<file path="src/rtl/fnd_pkg.sv">
// Shared definitions for the 4-digit 7-segment scanner.
// Segment codes are active-low, bit 0 = a ... bit 6 = g.
package fnd_pkg;

    localparam int unsigned NUM_DIG = 4;

    localparam logic [6:0] SEG_0     = 7'h40;
    localparam logic [6:0] SEG_1     = 7'h79;
    localparam logic [6:0] SEG_2     = 7'h24;
    localparam logic [6:0] SEG_3     = 7'h30;
    localparam logic [6:0] SEG_4     = 7'h19;
    localparam logic [6:0] SEG_5     = 7'h12;
    localparam logic [6:0] SEG_6     = 7'h02;
    localparam logic [6:0] SEG_7     = 7'h78;
    localparam logic [6:0] SEG_8     = 7'h00;
    localparam logic [6:0] SEG_9     = 7'h10;
    localparam logic [6:0] SEG_DASH  = 7'h3F;
    localparam logic [6:0] SEG_BLANK = 7'h7F;

    // Non-decimal codes render blank.
    function automatic logic [6:0] bcd_to_seg(input logic [3:0] d);
        logic [6:0] s;
        case (d)
            4'd0:    s = SEG_0;
            4'd1:    s = SEG_1;
            4'd2:    s = SEG_2;
            4'd3:    s = SEG_3;
            4'd4:    s = SEG_4;
            4'd5:    s = SEG_5;
            4'd6:    s = SEG_6;
            4'd7:    s = SEG_7;
            4'd8:    s = SEG_8;
            4'd9:    s = SEG_9;
            default: s = SEG_BLANK;
        endcase
        return s;
    endfunction

endpackage

</file>
<file path="src/rtl/bin2bcd_99.sv">
// Combinational 0..99 binary to two-digit BCD converter.
// Ports: bin (7b in), tens/ones (BCD out), ovf (1 when bin >= 100).
module bin2bcd_99 (
    input  logic [6:0] bin,
    output logic [3:0] tens,
    output logic [3:0] ones,
    output logic       ovf
);

    // Compare/subtract chain from 90 down to 10; first hit wins.
    always_comb begin
        tens = 4'd0;
        ones = bin[3:0];
        ovf  = (bin >= 7'd100);
        for (int t = 9; t >= 1; t--) begin
            if (tens == 4'd0 && bin >= 7'(t * 10)) begin
                tens = 4'(t);
                ones = 4'(bin - 7'(t * 10));
            end
        end
        // Digits are meaningless on overflow; keep them at zero.
        if (ovf) begin
            tens = 4'd0;
            ones = 4'd0;
        end
    end

endmodule

</file>
<file path="src/rtl/fnd_scan_4dig.sv">
// Time-multiplexed driver for a 4-digit common-anode 7-segment display
// showing two 0..99 values, with per-frame snapshot and per-slot dead time.
// Ports: clk, rst (async high); val_hi/val_lo (7b values), dp_en (4b),
//   blank_lz (blank hi tens zero); seg_n (8b, [7]=dp), com_n (4b),
//   frame_tick (pulse when a new snapshot is loaded).
module fnd_scan_4dig
    import fnd_pkg::*;
#(
    parameter int unsigned SCAN_DIV  = 50000,
    parameter int unsigned BLANK_CYC = 2000
) (
    input  logic       clk,
    input  logic       rst,
    input  logic [6:0] val_hi,
    input  logic [6:0] val_lo,
    input  logic [3:0] dp_en,
    input  logic       blank_lz,
    output logic [7:0] seg_n,
    output logic [3:0] com_n,
    output logic       frame_tick
);

    localparam int unsigned CNT_W = (SCAN_DIV > 1) ? $clog2(SCAN_DIV) : 1;
    localparam logic [CNT_W-1:0] CNT_MAX = CNT_W'(SCAN_DIV - 1);
    localparam logic [CNT_W-1:0] CNT_ON  = CNT_W'(BLANK_CYC);

    logic [CNT_W-1:0] cnt_q, cnt_d;
    logic [1:0]       idx_q, idx_d;
    logic [6:0]       snap_hi_q, snap_hi_d;
    logic [6:0]       snap_lo_q, snap_lo_d;
    logic [3:0]       snap_dp_q, snap_dp_d;
    logic             snap_blz_q, snap_blz_d;
    logic             load_q, load_d;
    logic             frame_tick_q, frame_tick_d;
    logic [7:0]       seg_n_q, seg_n_d;
    logic [3:0]       com_n_q, com_n_d;

    logic [3:0] hi_tens, hi_ones, lo_tens, lo_ones;
    logic       hi_ovf, lo_ovf;
    logic [6:0] dig_seg [NUM_DIG];
    logic       wrap, load, lit;

    bin2bcd_99 u_bcd_hi (
        .bin  (snap_hi_q),
        .tens (hi_tens),
        .ones (hi_ones),
        .ovf  (hi_ovf)
    );

    bin2bcd_99 u_bcd_lo (
        .bin  (snap_lo_q),
        .tens (lo_tens),
        .ones (lo_ones),
        .ovf  (lo_ovf)
    );

    // Per-digit glyphs from the current snapshot; overflow beats blanking.
    always_comb begin
        dig_seg[0] = lo_ovf ? SEG_DASH : bcd_to_seg(lo_ones);
        dig_seg[1] = lo_ovf ? SEG_DASH : bcd_to_seg(lo_tens);
        dig_seg[2] = hi_ovf ? SEG_DASH : bcd_to_seg(hi_ones);
        if (hi_ovf) begin
            dig_seg[3] = SEG_DASH;
        end else if (snap_blz_q && hi_tens == 4'd0) begin
            dig_seg[3] = SEG_BLANK;
        end else begin
            dig_seg[3] = bcd_to_seg(hi_tens);
        end
    end

    always_comb begin
        wrap  = (cnt_q == CNT_MAX);
        cnt_d = wrap ? '0 : cnt_q + 1'b1;
        idx_d = wrap ? idx_q + 2'd1 : idx_q;

        // Load on the last clock of digit 3 so the new frame starts clean.
        load       = wrap && (idx_q == 2'd3);
        snap_hi_d  = load ? val_hi : snap_hi_q;
        snap_lo_d  = load ? val_lo : snap_lo_q;
        snap_dp_d  = load ? dp_en : snap_dp_q;
        snap_blz_d = load ? blank_lz : snap_blz_q;

        load_d       = load;
        frame_tick_d = load_q;

        // Dead time at the start of each slot keeps the previous digit
        // from ghosting into the next one.
        lit     = (cnt_q >= CNT_ON);
        com_n_d = 4'hF;
        seg_n_d = 8'hFF;
        if (lit) begin
            com_n_d = ~(4'b0001 << idx_q);
            seg_n_d = {~snap_dp_q[idx_q], dig_seg[idx_q]};
        end
    end

    always_ff @(posedge clk or posedge rst) begin
        if (rst) begin
            cnt_q        <= '0;
            idx_q        <= 2'd0;
            snap_hi_q    <= 7'd0;
            snap_lo_q    <= 7'd0;
            snap_dp_q    <= 4'd0;
            snap_blz_q   <= 1'b0;
            load_q       <= 1'b0;
            frame_tick_q <= 1'b0;
            seg_n_q      <= 8'hFF;
            com_n_q      <= 4'hF;
        end else begin
            cnt_q        <= cnt_d;
            idx_q        <= idx_d;
            snap_hi_q    <= snap_hi_d;
            snap_lo_q    <= snap_lo_d;
            snap_dp_q    <= snap_dp_d;
            snap_blz_q   <= snap_blz_d;
            load_q       <= load_d;
            frame_tick_q <= frame_tick_d;
            seg_n_q      <= seg_n_d;
            com_n_q      <= com_n_d;
        end
    end

    assign seg_n      = seg_n_q;
    assign com_n      = com_n_q;
    assign frame_tick = frame_tick_q;

endmodule
</file>
<file path="config.mk">
export PLATFORM = sky130hd
export DESIGN_NAME = fnd_scan_4dig
export DESIGN_NICKNAME = d
export VERILOG_FILES = /design/src/rtl/fnd_pkg.sv /design/src/rtl/bin2bcd_99.sv /design/src/rtl/fnd_scan_4dig.sv
export SDC_FILE = /design/constraint.sdc
export NUM_CORES = 1
export LEC_CHECK = 0
export BUFFER_PORTS_ARGS = -buffer_cell sky130_fd_sc_hd__buf_4
export CORE_ASPECT_RATIO = 0.9
export CORE_MARGIN = 5
export CORE_UTILIZATION = 44
export CTS_CLUSTER_DIAMETER = 40
export DETAILED_ROUTE_END_ITERATION = 6
export SLEW_MARGIN = 30
export SYNTH_ARGS = -nofsm -noshare
export SYNTH_HDL_FRONTEND = slang
export SYNTH_SLANG_ARGS = --single-unit
</file>
<file path="constraint.sdc">
create_clock -name clk -period 4.48 [get_ports clk]
set_clock_uncertainty 0.2 [all_clocks]
set_input_delay 0.896 -clock clk [delete_from_list [all_inputs] [get_ports clk]]
set_output_delay 0.896 -clock clk [all_outputs]
set_load 0.05 [all_outputs]
</file>
# After elaboration in Yosys (flattened, before gate mapping)
# Memories as Yosys holds them, arrays and structs flattened.
# Cells that the tools add are included.
word_totals:
  regBits: 51
  inputBits: 21
  out_inout_bits: 13
  mem_count: 4
  wordCells: 151
  romBits: 448
mem_list:
  columns: ["name", "depth", "width", "rd", "rd_clocked_by_memory_dff", "write_ports", "line_no", "text"]
  rows:
  - ["(no name shown)", 16, 7, 1, 0, 0, "fnd_pkg.sv:23", "case (d)"]
  - ["(no name shown)", 16, 7, 1, 0, 0, "fnd_pkg.sv:23", null]
  - ["(no name shown)", 16, 7, 1, 0, 0, "fnd_pkg.sv:23", null]
  - ["(no name shown)", 16, 7, 1, 0, 0, "fnd_pkg.sv:23", null]
op_classes:
  shifts: 1
  addsub: 20
  n_eq_ne: 2
  reduce_logical: 35
  bitwise_logic: 3
  n_lt_le_gt_ge: 23
  mux: 53
ops:
  columns: ["operator", "count"]
  rows:
  - ["4-bit two-way mux", 41]
  - ["4-bit zero test", 17]
  - ["7-bit >= comparator, second input constant", 8]
  - ["7-bit two-way mux", 7]
  - ["7-bit by 6-bit >= comparator with 1-bit output, second input constant", 6]
  - ["4-bit subtractor, second input constant", 10]
  - ["7-bit by 5-bit >= comparator with 1-bit output, second input constant", 4]
  - ["1-bit logical AND", 18]
  - ["16-bit by 1-bit adder with 16-bit output, second input constant", 1]
  - ["16-bit == test, second input constant", 1]
  - ["16-bit by 11-bit >= comparator with 1-bit output, second input constant", 1]
  - ["16-bit two-way mux", 1]
  - ["4-bit by 3-bit subtractor with 4-bit output, second input constant", 4]
  - ["7-bit binary-select mux with 2-bit select", 1]
  - ["7-bit by 4-bit >= comparator with 1-bit output, second input constant", 2]
  - ["8-bit two-way mux", 1]
  - ["4-bit by 1-bit subtractor with 4-bit output, second input constant", 2]
  - ["4-bit by 2-bit subtractor with 4-bit output, second input constant", 2]
  - ["4-bit NOT", 1]
  - ["1-bit by 2-bit << shifter with 4-bit output, first input constant", 1]
  - ["3-bit >= comparator, second input constant", 1]
  - ["2-bit by 3-bit less-than comparator with 1-bit output, second input constant", 1]
  - ["2-bit NOT with 3-bit output", 1]
  - ["2-bit by 1-bit adder with 2-bit output, second input constant", 1]
  - ["other kinds (4)", 4]

# Logic depth before layout (Yosys ltp)
# Gate-level depths: netlist (run 1).
logic_depth:
  depth_word: 35
  mapped_depth: 16

# By module
# From an unflattened synthesis (run 1), not the netlist that was laid out.
unflattened:
  hier_cells: 515
  hier_area_um2: 4521.8
by_module_without_submodules:
  columns: ["mod", "cells_per_inst", "area_each_um2", "instances", "seq_area_each_um2"]
  rows:
  - ["fnd_scan_4dig", 309, 3070.4, 1, 1291.2]
  - ["bin2bcd_99", 103, 725.7, 2, 0.0]

# Least setup slack after synthesis (run 1)
# No wires, ideal clock.
synth_path:
  kind: "register -> register"
  start: "register snap_hi_q[2]"
  end: "register seg_n_q[3], in the netlist seg_n[3]"
  path_slack_ps: 1038
  arrival_ps: 3158
  t_required_ps: 4197
  path_stages_with_launch: 12
  setup_time_ps: 83
  cell_sequence: "dfrtp_1 > ha_1 > or3b_4 > and2_4 > buf_6 > a211o_4 > o21ba_1 > a311o_1 > a211oi_4 > mux2i_1 > a21boi_1 > o32a_1"
synth_via:
  elab_chain_cells: 35
  elab_cells_between_ends: 66
  classes_between: "9 x add/sub; 10 x order compare; 27 x mux; 18 x reduce/logical; 2 x memory"
synth_rtl:
  columns: ["element", "line_no", "text"]
  rows:
  - ["start: declaration", "fnd_scan_4dig.sv:29", "logic [6:0] snap_hi_q, snap_hi_d;"]
  - ["start signal: assignment", "fnd_scan_4dig.sv:112", "snap_hi_q <= snap_hi_d;"]
  - ["parallel branches: the longest is 31 deep, another holds 7-bit >= comparator", null, null]
  - ["7-bit binary-select mux with 2-bit select *", "fnd_scan_4dig.sv:93", "seg_n_d = {~snap_dp_q[idx_q], dig_seg[idx_q]};"]
  - ["7-bit two-way mux (not written as such) * (2 in series)", "fnd_scan_4dig.sv:93", null]
  - ["8-bit two-way mux *", "fnd_scan_4dig.sv:91", "if (lit) begin"]
  - ["via seg_n_d[3]", "fnd_scan_4dig.sv:35", "logic [7:0] seg_n_q, seg_n_d;"]
  - ["end signal: assignment", "fnd_scan_4dig.sv:118", "seg_n_q <= seg_n_d;"]
  - ["end: declaration", "fnd_scan_4dig.sv:35", null]
# Mark *: on every way through the listed nets, which the timed path passes. The select of a mux whose other input is x is not followed.
# A chain may end at the register's enable or synchronous reset.

# Worst setup path after layout (run 1)
layout_path:
  start: "register snap_hi_q[3]"
  end: "register seg_n_q[5], in the netlist seg_n[5]"
# Same word-level chain as after synthesis.

==> key figures, run 1 <==
Run status
  – Status: complete, no violations

Yosys
  – Yosys warnings: 0
  – Post-Syn Nets: 547
  – Synthesized area per cell: 8.68 um2
  – Synth top area share: 23.0%
  – Main synth FF type: dfrtp_1
  – Netlist cell types: 69
  – Synth Register Bits: 51
  – Share of async-settable or async-resettable flops after synthesis: 100%
  – Register area share after synthesis: 30.5%
  – Yosys top cell by area: dfrtp_1
  – Synth area leaders: dfrtp_1 23%, ha_1 11%, dfstp_2 7.4%
  – Synthesized area: 4230 um2
  – Post-Synthesis Cells: 488
  – EDFF count, synth: 0

GRT
  – Grt total ovfl: 0
  – Vias in the first global route: 3411
  – Largest net degree at the start of global routing: 52
  – Global-route wire length before repair: 16900 um
  – Total GRT Usage: 17.6%
  – Initial antenna violation count: 0

Floorplanning
  – Initial Util: 44.4%
  – # rows: 34
  – Chip height: 103 um
  – I/O Pins: 34
  – Core area: 9530 um2
  – Die W: 113 um
  – Die area: 11700 um2

Run
  – Max Cap Viol: 0

Worst setup path
  – CP Max Fanout: 17
  – Critical Path Max Stage Delay: 700 ps
  – Buffers & Inverters on Critical Path: 0
  – CP cell instances: ha_1, or3b_4, and2_4, o211ai_1, o221ai_1, a41o_1, o21ai_1, mux2i_1, mux2i_1, a22o_1, a31oi_1
  – WP data required: 4520 ps
  – Slowest CP cell: dfrtp_1
  – CP Class: flop to flop
  – Crit start category: flop
  – Top cell by count, worst path: mux2i_1
  – Arrival time worst endpoint: 3960 ps
  – CP Capture Type: flop
  – Delay-heaviest family, CP: compound AO/OA/AOI/OAI gates

Final layout
  – Synth-to-layout area growth: 11.0%
  – Diodes inserted: 0
  – Filler cells: 942
  – Final nets: 572
  – Final core utilization: 49.3%
  – Share of cells above drive strength 1: 19.5%

Detailed routing
  – Drt first-iter violations: 166
  – Final wirelength: 10200 um
  – Drt pass-1 iters: 4
  – DRC: 0
  – DR vias/cell: 5.69
  – Detail Route Antenna Nets: 0
  – Wire per inst: 15.9 um
  – Vias: 3639

STA
  – RSZ-0062 raised after global routing: false
  – Final Cycle Share: 87.5%
  – Rel. slew slack: 41.4%
  – Post-route minimum period: 3920 ps
  – Least-Margin Pin Slew: 876 ps
  – Final Max Tran Viols: 0
  – Setup violations, final: 0
  – Max Freq: 0.255 GHz
  – Setup total negative slack: 0 ps
  – Final Hold Violating Endpoints: 0
  – Hold Slack: 157 ps

Place
  – GPL Wtd Cong: 0.935
  – Hpwl dp: 7620 um
  – Count of input and output buffers: 33

CTS
  – Longest Clk Path Bufs: 2
  – Setup bufs post-CTS: 0
  – H-tree Lvls: 2
  – Clock Latency Late Sink: 310 ps
  – Clock root cell: clkbuf_8
  – Clock transition at path regs: 110 ps
  – Clock buffer count from CTS: 5
  – CTS resizes: 0
  – Hold bufs inserted after CTS: 0
  – CTS tree: built
  – CTS Sinks: 51

Power and ir drop
  – VDD IR-drop max: 0.132 mV
  – Power per cell area: 230 nW/um2
  – Leak: 2.04 nW

Min path
  – Worst hold path class: flop to flop
-- worst register-to-register path, cell delays in order (launching register included) --
cell,delay (ps)
dfrtp_1,700
ha_1,240
or3b_4,380
and2_4,170
o211ai_1,360
o221ai_1,190
a41o_1,240
o21ai_1,580
mux2i_1,250
mux2i_1,120
a22o_1,270
a31oi_1,160
-- synthesized netlist by cell type, types with 3 or more instances --
master,n
and3_1,3
xnor2_1,7
nor2b_1,4
mux2i_1,10
o21ai_0,28
and2_1,8
a211oi_1,5
nand4_1,7
inv_1,27
ha_1,38
nor3_1,11
or3_1,6
o221ai_1,4
nor3b_1,3
nand3_1,14
a31oi_1,7
xor2_1,7
nand2b_1,10
o2111ai_1,4
clkbuf_1,19
nand2_1,50
mux2_2,23
dfrtp_1,39
nand3b_1,3
a21oi_1,21
nor2_1,44
nor4_1,5
dfstp_2,12
a21o_1,6
o211ai_1,8
or2_2,5
-- sequential cells by signal, indices dropped and copies added (netlist names) --
| register | count |
|---|---|
| idx_q | 2 |
| seg_n | 8 |
| snap_dp_q | 4 |
| com_n | 4 |
| cnt_q | 16 |
| frame_tick | 1 |
| snap_hi_q | 7 |
| snap_blz_q | 1 |
| snap_lo_q | 7 |
| frame_tick_d | 1 |
-- metrics by stage --
stage	instance area, um2	total power [mW]	worst slack (ps)	std cells
6_report	4700	1.08	562	640
5_1_grt	4700	1.14	224	640
4_1_cts	4700	1.08	570	640
3_5_place_dp	4600	0.795	587	632
3_3_place_gp	4600	0.790	662	632
2_1_floorplan	4230	0.721	1040	488
-- layout make-up --
cell class	count	area [um2]	area share, %
timing repair buffer	39	293	6.23
inverter	27	104	2.21
sequential	51	1290	27.5
clock inverter	3	27.5	0.586
tap	126	158	3.35
multi-input combinational	389	2760	58.7
clock buffer	5	68.8	1.46
-- final timing paths --
| kind | startpoint | to | slack (ps) | cells after the start |
|---|---|---|---|---|
| max reg2reg | snap_hi_q[3] | seg_n[5] | 560 | 11 |
| min in group asynchronous | rst | frame_tick_d | 460 | 2 |
| min | frame_tick_d | frame_tick | 160 | 0 |
| max | snap_hi_q[3] | seg_n[5] | 560 | 11 |
| max in group asynchronous | rst | snap_dp_q[0] | 3200 | 2 |
| min reg2reg | frame_tick_d | frame_tick | 160 | 0 |
-- per-layer routing --
layer	vias up	track usage [%]	share of wire, %
met4	0	3.97	1.0
met5	-	0	0
met2	67	29.1	46
li1	1820	-	-
met3	8	2.52	3.5
met1	1744	24.6	49
-- cell usage in the layout (no fill, tap or decap), types with 5 or more instances in the layout --
cell type,n
nand4_1,7
o21ai_0,28
ha_1,38
or2_2,5
nor3_1,11
xor2_1,7
clkbuf_8,5
dfstp_2,12
nand2_1,50
inv_1,26
mux2i_1,10
a31oi_1,7
nand3_1,14
a211oi_1,5
dfrtp_1,39
xnor2_1,7
a21o_1,6
and2_1,8
buf_4,39
nand2b_1,10
a21oi_1,21
o211ai_1,8
mux2_2,23
nor2_1,44
or3_1,6
-- power by group --
group          internal [mW]  switching [mW]
clock                  0.116           0.172
sequential             0.469          0.0220
combinational          0.129           0.171
-- logic make-up (layout without fill, tap and decap cells) --
kind of cell | count (synthesis) | count (layout) | share of synthesized area [%]
AND/OR/NAND/NOR | 179 | 179 | 20.9
AO/OA/AOI/OAI | 124 | 124 | 21.0
flip-flops | 51 | 51 | 30.5
buffers and inverters | 48 | 74 | 4.52
adder cells (fa/ha/maj) | 38 | 38 | 11.2
multiplexers | 34 | 34 | 9.01
XOR/XNOR | 14 | 14 | 2.90
Note: power is estimated with default switching activity, not from simulation.
==> run 2: changes to the inputs <==
--- a/config.mk
+++ b/config.mk
@@ -11,6 +11,7 @@
 export CORE_UTILIZATION = 44
 export CTS_CLUSTER_DIAMETER = 40
 export DETAILED_ROUTE_END_ITERATION = 6
+export RECOVER_POWER = 100
 export SLEW_MARGIN = 30
 export SYNTH_ARGS = -nofsm -noshare
 export SYNTH_HDL_FRONTEND = slang
==> key figures, run 2 (synthesized netlist as in run 1, its figures left out) <==
STA
  – RSZ-0062 raised after global routing: false
  – Setup total negative slack: 0 ps (unchanged)
  – Setup violations, final: 0 (unchanged)
  – Rel. slew slack: -47.9% (-89 points)
  – Least-Margin Pin Slew: 2210 ps (+1330 ps)
  – Post-route minimum period: 4020 ps (+100 ps)
  – Max Freq: 0.249 GHz (-2.5%)
  – Final Max Tran Viols: 52 (+52)
  – Final Hold Violating Endpoints: 0 (unchanged)
  – Final Cycle Share: 89.7% (+2.2 points)

CTS
  – CTS tree: built
  – Clock Latency Late Sink: 310 ps (about the same)
  – Longest Clk Path Bufs: 2 (unchanged)
  – Hold bufs inserted after CTS: 0 (unchanged)
  – Clock transition at path regs: 110 ps (about the same)
  – Clock buffer count from CTS: 5 (unchanged)
  – Clock root cell: clkbuf_8
  – H-tree Lvls: 2 (unchanged)
  – CTS Sinks: 51 (unchanged)
  – CTS resizes: 0 (unchanged)
  – Setup bufs post-CTS: 0 (unchanged)

GRT
  – Largest net degree at the start of global routing: 52 (unchanged)
  – Total GRT Usage: 17.6% (unchanged)
  – Vias in the first global route: 3411 (unchanged)
  – Global-route wire length before repair: 16900 um (unchanged)
  – Grt total ovfl: 0 (unchanged)
  – Initial antenna violation count: 0 (unchanged)

Floorplanning
  – Core area: 9530 um2 (unchanged)
  – # rows: 34 (unchanged)
  – Initial Util: 44.4% (unchanged)
  – Chip height: 103 um (unchanged)
  – Die area: 11700 um2 (unchanged)
  – I/O Pins: 34 (unchanged)
  – Die W: 113 um (unchanged)

Run status
  – Status: complete, but fails checks
  – Violated checks: max-capacitance violations, max-slew violations

Detailed routing
  – Final wirelength: 10200 um (about the same)
  – Detail Route Antenna Nets: 0 (unchanged)
  – DRC: 0 (unchanged)
  – Drt pass-1 iters: 4 (unchanged)
  – DR vias/cell: 5.72 (+0.52%)
  – Drt first-iter violations: 173 (+4.2%)
  – Wire per inst: 15.9 um (about the same)
  – Vias: 3658 (+0.52%)

Worst setup path
  – Worst r2r src: snap_hi_q[3]
  – CP Max Fanout: 17 (unchanged)
  – Delay-heaviest family, CP: simple AND/OR/NAND/NOR gates
  – WP data required: 4520 ps (about the same)
  – Critical Path Max Stage Delay: 690 ps (about the same)
  – Crit start category: flop
  – CP cell instances: ha_1, or3b_4, and2_4, a211o_4, nor4b_1, xnor2_1, and2_1, inv_1, ha_1, mux2i_1, mux2i_1, a22o_1, a31oi_1
  – CP Class: flop to flop
  – Worst r2r path cells: 13 (+2)
  – R2R Path End: seg_n[5]
  – Slowest CP cell: dfrtp_1
  – Worst path depth: 13 (+2)
  – Buffers & Inverters on Critical Path: 1 (+1)
  – FF-to-FF setup slack: 460 ps (-100 ps)
  – CP Capture Type: flop
  – Arrival time worst endpoint: 4060 ps (+100 ps)

Min path
  – Worst hold path class: flop to flop
  – Hold Path Origin: frame_tick_d
  – Hold Path Cell Cnt: 0 (unchanged)
  – WHS Endpoint: frame_tick

Final layout
  – Share of cells above drive strength 1: 16.3% (-3.1 points)
  – Synth-to-layout area growth: 9.43%
  – Fin cells: 640 (unchanged)
  – Most flops, register: cnt_q
  – Final non-filler cell area: 4630 um2 (-1.4%)
  – Diodes inserted: 0 (unchanged)
  – Final nets: 572 (unchanged)
  – Most frequent cells in the layout: 50 x nand2_1, 44 x nor2_1, 39 x dfrtp_1
  – Max reg flops: 16 (unchanged)
  – Most common cell after layout, fill and taps aside: nand2_1
  – Final core utilization: 48.6% (-0.70 points)

Run
  – Max Cap Viol: 1 (+1)

Power and ir drop
  – VDD IR-drop max: 0.132 mV (about the same)
  – Power per cell area: 233 nW/um2 (+1.4%)
  – Total power: 1.08 mW (about the same)
  – Leak: 1.99 nW (-2.6%)

Place
  – Placed cells: 632 (unchanged)
  – Count of input and output buffers: 33 (unchanged)
  – Post-DP Area: 4600 um2 (unchanged)
  – GPL Wtd Cong: 0.935 (unchanged)
  – Hpwl dp: 7620 um (unchanged)
-- run 2: cell count changes in the layout (fill, tap and decap cells not counted), sizes merged --
cell / previous run / this run
inv: 29 / 28
clkinvlp: 1 / 2
clkbuf: 5 / 20
buf: 39 / 24
-- run 2: metal layers --
metal | GRT usage, % | wire (um) | vias to the layer above
met3 | 2.52 | 295 | 12
met2 | 29.1 | 4660 | 68
met5 | 0 | 0 | -
li1 | - | - | 1820
met4 | 3.97 | 139 | 0
met1 | 24.6 | 5070 | 1758
-- run 2: layout make-up --
class,count,area (um2)
fill,960,4900
multi-input combinational,389,2750
sequential,51,1290
timing repair buffer,39,240
tap,126,158
inverter,27,103
clock buffer,5,68.8
clock inverter,3,27.5
-- run 2: worst max-delay path by stage --
stage            startpoint  endpoint
3_3_place_gp   snap_hi_q[3]  seg_n[5]
6_report       snap_hi_q[3]  seg_n[5]
2_1_floorplan  snap_hi_q[2]  seg_n[3]
4_1_cts        snap_hi_q[3]  seg_n[5]
5_1_grt        snap_hi_q[3]  seg_n[5]
3_5_place_dp   snap_hi_q[3]  seg_n[5]
-- run 2: worst register-to-register path, stage by stage, from the launching register on --
cell     delay, ps
dfrtp_1        690
ha_1           240
or3b_4         380
and2_4         170
a211o_4        370
nor4b_1        460
xnor2_1        170
and2_1         200
inv_1          140
ha_1           250
mux2i_1        130
mux2i_1        120
a22o_1         270
a31oi_1        160
-- run 2: metrics by stage --
stage / setup WS [ps] / hold slack [ps]
after floorplan: 1040 / 131
after global placement: 662 / 133
after detailed placement: 587 / 136
after CTS: 570 / 160
after global routing: 114 / 175
final: 462 / 157
-- run 2: power by group --
part	switching, mW	internal (mW)
registers	0.0219	0.469
clock network	0.174	0.116
logic	0.170	0.128
==> run 3: changes to the inputs <==
--- a/config.mk
+++ b/config.mk
@@ -7,7 +7,6 @@
 export LEC_CHECK = 0
 export BUFFER_PORTS_ARGS = -buffer_cell sky130_fd_sc_hd__buf_4
 export CORE_ASPECT_RATIO = 0.9
-export CORE_MARGIN = 5
 export CORE_UTILIZATION = 44
 export CTS_CLUSTER_DIAMETER = 40
 export DETAILED_ROUTE_END_ITERATION = 6
==> key figures, run 3 (synthesized netlist as in run 1, its figures left out) <==
CTS
  – H-tree Lvls: 2 (unchanged)
  – CTS resizes: 0 (unchanged)
  – Clock buffer count from CTS: 5 (unchanged)
  – CTS Sinks: 51 (unchanged)
  – Hold bufs inserted after CTS: 0 (unchanged)
  – Setup bufs post-CTS: 0 (unchanged)
  – Clock root cell: clkbuf_8
  – Clock Latency Late Sink: 320 ps (about the same)
  – CTS tree: built
  – Clock transition at path regs: 110 ps (about the same)
  – Longest Clk Path Bufs: 2 (unchanged)

STA
  – Setup total negative slack: 0 ps (unchanged)
  – Final Hold Violating Endpoints: 0 (unchanged)
  – Least-Margin Pin Slew: 2200 ps (-7.37 ps)
  – Post-route minimum period: 4020 ps (-2.23 ps)
  – Final Max Tran Viols: 52 (unchanged)
  – Hold Slack: 168 ps (+10.8 ps)
  – Final Cycle Share: 89.6% (about the same)
  – RSZ-0062 raised after global routing: false
  – Setup violations, final: 0 (unchanged)
  – Post-route setup slack: 464 ps (+2.23 ps)
  – Max Freq: 0.249 GHz (about the same)
  – Rel. slew slack: -47.4% (+0.49 points)

Worst setup path
  – R2R Path End: seg_n[3]
  – Worst r2r path cells: 10 (-3)
  – CP Max Fanout: 17 (unchanged)
  – FF-to-FF setup slack: 460 ps (about the same)
  – CP Class: flop to flop
  – Critical Path Max Stage Delay: 680 ps (about the same)
  – WP data required: 4520 ps (about the same)
  – Delay-heaviest family, CP: compound AO/OA/AOI/OAI gates
  – Slowest CP cell: dfrtp_1
  – Worst r2r src: snap_hi_q[3]
  – Crit start category: flop
  – Buffers & Inverters on Critical Path: 0 (-1)
  – CP Capture Type: flop
  – Arrival time worst endpoint: 4060 ps (about the same)
  – CP cell instances: ha_1, or3b_4, and2_4, a211o_4, o21ba_1, a311o_1, a211oi_2, a31oi_1, a21boi_0, o32a_1

Min path
  – Hold Path Cell Cnt: 0 (unchanged)
  – Worst hold path class: flop to flop
  – WHS Endpoint: frame_tick
  – Hold Path Origin: frame_tick_d

Place
  – Placed cells: 629 (-0.47%)
  – GPL Wtd Cong: 0.898 (-3.9%)
  – Count of input and output buffers: 33 (unchanged)
  – Place WS: 664 ps (+76.2 ps)
  – Hpwl dp: 7390 um (-3.0%)

GRT
  – Global-route wire length before repair: 16600 um (-1.8%)
  – Global routing's busiest layer: met2
  – Met1 Track Usage GR: 29.6% (+5.1 points)
  – Initial antenna violation count: 0 (unchanged)
  – Grt total ovfl: 0 (unchanged)
  – Total GRT Usage: 20.4% (+2.8 points)
  – Met3 usage: 2.67% (+0.14 points)
  – Vias in the first global route: 3324 (-2.6%)
  – Largest net degree at the start of global routing: 52 (unchanged)
  – Grt met2 use: 32.8% (+3.8 points)

Floorplanning
  – # rows: 33 (-2.9%)
  – Die W: 105 um (-7.1%)
  – I/O Pins: 34 (unchanged)
  – Initial Util: 46.0% (+1.6 points)
  – Die area: 10000 um2 (-14%)
  – Core area: 9210 um2 (-3.4%)
  – Chip height: 95.1 um (-7.8%)

Final layout
  – Share of cells above drive strength 1: 16.5% (+0.16 points)
  – Most frequent cells in the layout: 50 x nand2_1, 44 x nor2_1, 39 x dfrtp_1
  – Most common cell after layout, fill and taps aside: nand2_1
  – Synth-to-layout area growth: 9.25%
  – Most flops, register: cnt_q
  – Final nets: 573 (+0.17%)
  – Final core utilization: 50.2% (+1.6 points)
  – Diodes inserted: 0 (unchanged)
  – Max reg flops: 16 (unchanged)
  – Fin cells: 637 (-0.47%)

Run status
  – Status: complete, but fails checks
  – Violated checks: max-capacitance violations, max-slew violations

Detailed routing
  – Wire per inst: 15.5 um (-2.4%)
  – Drt pass-1 iters: 4 (unchanged)
  – Detail Route Antenna Nets: 0 (unchanged)
  – Final wirelength: 9870 um (-2.9%)
  – Vias: 3672 (+0.38%)
  – Drt first-iter violations: 163 (-5.8%)
  – DRC: 0 (unchanged)
  – DR vias/cell: 5.76 (+0.86%)

Run
  – Max Cap Viol: 1 (unchanged)

Power and ir drop
  – Leak: 1.99 nW (about the same)
  – VDD IR-drop max: 0.136 mV (+2.7%)
  – Power per cell area: 231 nW/um2 (-0.69%)
==> run 3: changes by cell type in the layout (fill, tap and decap cells not counted), sizes merged <==
cell  before  now
buf       24   25
==> run 3: routing by layer <==
metal	wire, um	vias to the layer above	part of all wire, %
met5	0	-	0
met4	48	0	0.49
met3	441	5	4.5
met2	4520	98	46
met1	4860	1754	49
li1	-	1815	-
==> run 3: area by class of cell <==
type                            instances  area (um2)
Inverter                               27         103
Clock buffer                            5        68.8
Sequential cell                        51        1290
Tap cell                              122         153
Fill cell                             917        4580
Multi-Input combinational cell        389        2740
Clock inverter                          3        25.0
Timing Repair Buffer                   40         248
==> run 3: metrics by stage <==
stage	area, um2	total power, mW
floorplan	4230	0.721
global placement	4600	0.792
detailed placement	4610	0.794
CTS	4700	1.08
global route	4630	1.13
finish	4630	1.07
==> run 3: power breakdown <==
part	total [mW]	switching [mW]	internal, mW
logic	0.294	0.167	0.127
registers	0.491	0.0216	0.469
clock network	0.285	0.171	0.114
total	1.07	0.360	0.710
==> run 3: how the worst max path moves through the flow <==
stage          slack [ps]          from  cells past startpoint        to
2_1_floorplan        1040  snap_hi_q[2]                     11  seg_n[3]
3_3_place_gp          650  snap_hi_q[3]                     11  seg_n[5]
3_5_place_dp          660  snap_hi_q[3]                     13  seg_n[5]
4_1_cts               650  snap_hi_q[3]                     13  seg_n[5]
5_1_grt               170  snap_hi_q[3]                     13  seg_n[5]
6_report              460  snap_hi_q[3]                     10  seg_n[3]
